### config.mk
export PLATFORM = sky130hd
export DESIGN_NAME = accumulating_adder
export DESIGN_NICKNAME = d
export VERILOG_FILES = /design/src/rtl/adder_pkg.sv /design/src/rtl/widened_adder.sv /design/src/rtl/accumulating_adder.sv
export SDC_FILE = /design/constraint.sdc
export NUM_CORES = 1
export LEC_CHECK = 0
export CAP_MARGIN = 20
export CORE_MARGIN = 5
export CORE_UTILIZATION = 51
export CTS_CLUSTER_SIZE = 10
export DETAILED_ROUTE_END_ITERATION = 10
export PLACE_DENSITY = 0.8
export SYNTH_ARGS = -nofsm -noshare
export SYNTH_HDL_FRONTEND = slang
export SYNTH_HIERARCHICAL = 1
export SYNTH_SLANG_ARGS = --single-unit
### constraint.sdc
create_clock -name clock -period 3.5 [get_ports clock]
set_input_delay 0.7 -clock clock [delete_from_list [all_inputs] [get_ports clock]]
set_output_delay 0.7 -clock clock [all_outputs]
set_load 0.02 [all_outputs]
### src/rtl/adder_pkg.sv
// rtl/adder_pkg.sv - mode encoding and signed range helpers for accumulating_adder
package adder_pkg;

  typedef logic [1:0] mode_t;

  localparam mode_t MODE_ADD        = 2'd0;
  localparam mode_t MODE_SUB        = 2'd1;
  localparam mode_t MODE_ACCUMULATE = 2'd2;
  localparam mode_t MODE_LOAD       = 2'd3;

  function automatic logic signed [63:0] max_pos(input int width);
    return (64'sd1 <<< (width - 1)) - 64'sd1;
  endfunction

  function automatic logic signed [63:0] max_neg(input int width);
    return -(64'sd1 <<< (width - 1));
  endfunction

endpackage

### src/rtl/widened_adder.sv
// rtl/widened_adder.sv - sign-extended add/sub with overflow; ADDER_SATURATE_EN clamps instead of wrapping
module widened_adder #(
  parameter int WIDTH = 8
) (
  input  logic [WIDTH-1:0] a,
  input  logic [WIDTH-1:0] b,
  input  logic             subtract,
  output logic [WIDTH-1:0] sum,
  output logic             overflow
);

  logic [WIDTH:0] wide_a;
  logic [WIDTH:0] wide_b;
  logic [WIDTH:0] wide_sum;

  assign wide_a = {a[WIDTH-1], a};
  assign wide_b = {b[WIDTH-1], b};

  // WIDTH+1 bits hold every true sum/difference, including x - most_negative
  assign wide_sum = subtract ? (wide_a - wide_b) : (wide_a + wide_b);
  assign overflow = wide_sum[WIDTH] ^ wide_sum[WIDTH-1];

`ifdef ADDER_SATURATE_EN
  localparam logic signed [63:0] MAX_POS_W = adder_pkg::max_pos(WIDTH);
  localparam logic signed [63:0] MAX_NEG_W = adder_pkg::max_neg(WIDTH);
  localparam logic [WIDTH-1:0]   MAX_POS   = MAX_POS_W[WIDTH-1:0];
  localparam logic [WIDTH-1:0]   MAX_NEG   = MAX_NEG_W[WIDTH-1:0];

  always_comb begin
    sum = wide_sum[WIDTH-1:0];
    if (overflow) begin
      sum = wide_sum[WIDTH] ? MAX_NEG : MAX_POS;
    end
  end
`else
  assign sum = wide_sum[WIDTH-1:0];
`endif

endmodule

### src/rtl/accumulating_adder.sv
// rtl/accumulating_adder.sv - registered add/sub/accumulate/load with handshakes; ADDER_SATURATE_EN selects clamping
module accumulating_adder
  import adder_pkg::*;
#(
  parameter int WIDTH       = 8,
  parameter int COUNT_WIDTH = 8
) (
  input  logic                   clock,
  input  logic                   reset,
  input  logic                   inputValid,
  output logic                   inputReady,
  input  logic [WIDTH-1:0]       operand0,
  input  logic [WIDTH-1:0]       operand1,
  input  logic [1:0]             mode,
  output logic                   outputValid,
  input  logic                   outputReady,
  output logic [WIDTH-1:0]       result,
  output logic                   overflow,
  output logic                   stickyOverflow,
  output logic [COUNT_WIDTH-1:0] count
);

  logic                   valid_q, valid_d;
  logic [WIDTH-1:0]       result_q, result_d;
  logic                   ovf_q, ovf_d;
  logic                   sticky_q, sticky_d;
  logic [COUNT_WIDTH-1:0] count_q, count_d;
  logic [WIDTH-1:0]       acc_q, acc_d;

  logic             accept;
  mode_t            op_mode;
  logic [WIDTH-1:0] add_a, add_b, add_sum;
  logic             add_sub, add_ovf;

  assign op_mode    = mode_t'(mode);
  assign inputReady = !valid_q || outputReady;
  assign accept     = inputValid && inputReady;

  // LOAD passes operand0 through the adder with a zero addend, so it can never overflow
  always_comb begin
    add_a   = operand0;
    add_b   = operand1;
    add_sub = 1'b0;
    case (op_mode)
      MODE_SUB:        add_sub = 1'b1;
      MODE_ACCUMULATE: begin
        add_a = acc_q;
        add_b = operand0;
      end
      MODE_LOAD:       add_b = '0;
      default:         ;
    endcase
  end

  widened_adder #(.WIDTH(WIDTH)) u_adder (
    .a        (add_a),
    .b        (add_b),
    .subtract (add_sub),
    .sum      (add_sum),
    .overflow (add_ovf)
  );

  always_comb begin
    valid_d  = valid_q;
    result_d = result_q;
    ovf_d    = ovf_q;
    sticky_d = sticky_q;
    count_d  = count_q;
    acc_d    = acc_q;
    if (accept) begin
      valid_d  = 1'b1;
      result_d = add_sum;
      ovf_d    = add_ovf;
      sticky_d = sticky_q | add_ovf;
      case (op_mode)
        MODE_ACCUMULATE: begin
          acc_d = add_sum;
          if (count_q != '1) begin
            count_d = count_q + 1'b1;
          end
        end
        MODE_LOAD: begin
          acc_d    = operand0;
          count_d  = '0;
          sticky_d = 1'b0;
        end
        default: ;
      endcase
    end else if (outputReady) begin
      valid_d = 1'b0;
    end
  end

  always_ff @(posedge clock or posedge reset) begin
    if (reset) begin
      valid_q  <= 1'b0;
      result_q <= '0;
      ovf_q    <= 1'b0;
      sticky_q <= 1'b0;
      count_q  <= '0;
      acc_q    <= '0;
    end else begin
      valid_q  <= valid_d;
      result_q <= result_d;
      ovf_q    <= ovf_d;
      sticky_q <= sticky_d;
      count_q  <= count_d;
      acc_q    <= acc_d;
    end
  end

  assign outputValid    = valid_q;
  assign result         = result_q;
  assign overflow       = ovf_q;
  assign stickyOverflow = sticky_q;
  assign count          = count_q;

endmodule
==> results of run 1 <==
==> metal layers <==
layer,routed length (um),GRT usage
met5,0,0
met4,37,0.0246
met3,222,0.0413
met2,3070,0.386
met1,2560,0.283
==> final timing paths <==
path                               start        to  slack [ns]
max in group asynchronous          reset  acc_q[3]        2.47
worst max-delay path             mode[0]  overflow        0.03
worst min-delay path            acc_q[3]  acc_q[3]        0.48
worst max register to register  acc_q[0]  overflow        0.66
worst min register to register  acc_q[3]  acc_q[3]        0.48
min in group asynchronous          reset  count[5]        0.64
==> synthesized netlist by cell type, types with 3 or more instances <==
library cell  instances
dfrtp_1              27
o21ai_0              22
mux2_2               17
inv_1                16
nand2_1              15
a21oi_1              12
xnor2_1              12
ha_1                 10
mux2i_1               9
nor2_1                9
o31ai_1               9
nand2b_1              5
a31oi_1               4
buf_2                 4
nand3b_1              4
nor2b_1               4
buf_4                 3
clkbuf_1              3
nand3_2               3
nor3_1                3
==> power by group through the flow <==
stage	logic (mW)	clock network, mW	registers, mW
6_report	0.839	0.182	0.476
5_1_grt	0.899	0.200	0.488
4_1_cts	0.779	0.184	0.473
3_5_place_dp	0.744	0	0.476
3_3_place_gp	0.729	0	0.472
2_1_floorplan	0.365	0	0.545
==> placed cells by master (no fill, tap or decap), types with 4 or more instances in the layout <==
cell type        Yosys  final
nand2b_1             5      5
inv_2                0      4
a21oi_1             12     11
clkdlybuf4s50_1      0     35
inv_1               16     12
ha_1                10      8
buf_4                3     30
nor2_1               9      8
o31ai_1              9      9
dfrtp_1             27     27
o21ai_0             22     18
nand3b_1             4      4
mux2i_1              9      8
nand2_1             15     13
dlygate4sd2_1        0      4
xnor2_1             12     10
mux2_2              17     16
==> worst register-to-register path, stage by stage, from the launching register on <==
cell and delay, ns:
dfrtp_1 0.41, mux2_4 0.26, inv_1 0.06, ha_2 0.18, inv_1 0.05, fa_2 0.35
a211oi_2 0.18, nor2_1 0.08, or4_4 0.44, a31oi_4 0.21, xnor2_2 0.11, xnor2_2 0.15
mux2_2 0.26
==> logic make-up (layout without fill, tap and decap cells) <==
kind of cell    Yosys count  after routing  share of synthesized area
fa+ha+maj                11             11                     0.0719
mux                      26             26                      0.139
flops                    27             27                      0.335
compound gates           58             58                      0.176
buf+inv                  26             94                     0.0564
xor+xnor                 14             14                     0.0608
simple gates             55             55                      0.161
==> flip-flops by register name, indices dropped and copies added, names as in the netlist <==
register	count
acc_q	8
count	8
outputValid	1
overflow	1
result	8
stickyOverflow	1
==> what timing repair did <==
item,CTS,global route
gates resized for setup,28,6
setup endpoints to repair,4,3
setup buffers,5,0
pin swaps,14,10
gates cloned,0,0
endpoints found under the hold margin,0,0
==> area by class of cell <==
class                   instances  area [um^2]  area share
well taps                      48         60.1      0.0208
clock inverters                 1         5.00     0.00173
multi-input cells             164         1380       0.475
flip-flops and latches         27          676       0.233
inverters                      16         60.1      0.0208
repair buffers                 74          677       0.234
clock buffers                   3         41.3      0.0143
==> metrics.txt, run 1 <==
status=completed; Finished Layout Cells=333; GRT Total Usage=0.218; row count=22; final slew viol count=0; CTS tree=built; crit path kind=input port to flop; Post-Syn Area=0.00202 mm^2; clock latency on the worst-skew pair=0.27 ns; routed wire length=5880 um; fillers=274; sequential share of the synthesized area=0.335; Flop pwr share=0.318; Critical Path Max Stage Delay=0.30 ns; TritonCTS Buffers=3; Clock Tree Buf Depth=2; vias per std cell=5.75; die area=0.00532 mm^2; Hold-fix buffers, CTS=0; area delta synth->final=43.4%; Hold Crit Class=flop to flop; total power=1.50 mW; # placed instances=324; Fin. Hold Viols=0; CP Launch Type=input port; crit-path max FO=5; detailed-router iteration count before antenna repair=4; CP endpoint kind=flop; fin area=0.00289 mm^2; clock share of power=0.122; fin nets=319; min setup slack post-route=0.0327 ns; library cells used by synthesis=41; CP required=3.67 ns; Cells after Synth=217; Yosys Warn Count=6; combinational share of power=0.561; Setup Skew=0.00491 ns; Crit path depth=17; Synth area leader=dfrtp_1; vias post-DR=1914; Setup violations, final=0; CP cell instances=clkdlybuf4s15_2 > nor2b_4 > nand2_2 > o21ai_4 > inv_2 > ha_4 > nor2b_4 > a21oi_2 > xnor2_1 > ha_1 > buf_4 > or2_2 > a31oi_1 > a21oi_1 > xor2_2 > xnor2_2 > mux2_2; final core occ=0.773; peak supply drop=0.000556 V; Die W=72.9 um; I/O Pins=42; CP max-delay cell=or2_2; total core area=0.00374 mm^2; # DRC=0; max cap viols=0; cell mode on critical path=nor2b_4; Setup WS pre-CTS=-0.543 ns; Area contributors post-synth=dfrtp_1, mux2_2, ha_1, o21ai_0, xnor2_1; CP top delay family=simple AND/OR/NAND/NOR gates; gr ovfl total=0; WP buf/inv=3; Leakage Power=1.27 nW; share of the synthesized area in the top cell type=0.335; cell-internal power=0.915 mW; Reg2Reg Depth=12; layout cells sized above 1=0.312; worst relative slew slack=0.653; worst hold slack=0.484 ns; Peak Freq=288 MHz; Final HPWL DP=3950 um; Async S/R FF share, synth=1.00; Final Wtd Congestion=0.871; fin crit share=0.991; Wirelength per Cell=17.7 um; Clock Sinks=27; first-pass GRT wire length=9180 um; Setup Total Neg Slack=0 ns; die height=72.9 um; Psw=0.581 mW; Power Density=517 mW/mm^2; initial DRC count=106; Synth Area per Inst=9.30 um^2; Switching Fraction=0.388; vias in the first global route=1881; actual slew at the worst max-slew pin=0.514 ns; Post-synth EDFFs=0; placed cell areas=0.00269 mm^2; Synth Register Bits=27; n_diodes=0; cell count of the worst hold path=2; port buffer count=41; Root Buffer Master=clkbuf_8; syn nets=250; largest net degree at the start of global routing=28; Post-DRT Antenna Nets=0; CTS clk-pin slew, worst paths=0.09 ns; Initial Util=0.539; critical path data arrival time=3.63 ns; H-tree levels=1; initial antenna violation count=0; minimum clock period=3.47 ns; ys flop type=dfrtp_1
Power figures use the tool's default switching activity.
==> inputs of run 2 (changes only) <==
--- a/config.mk
+++ b/config.mk
@@ -10,6 +10,7 @@
 export CORE_UTILIZATION = 51
 export CTS_CLUSTER_SIZE = 10
 export DETAILED_ROUTE_END_ITERATION = 10
+export GPL_TIMING_DRIVEN = 1
 export PLACE_DENSITY = 0.8
 export SYNTH_ARGS = -nofsm -noshare
 export SYNTH_HDL_FRONTEND = slang
==> results of run 2 <==
Same layout as run 1: the final DEF is identical, and so are final timing and power.
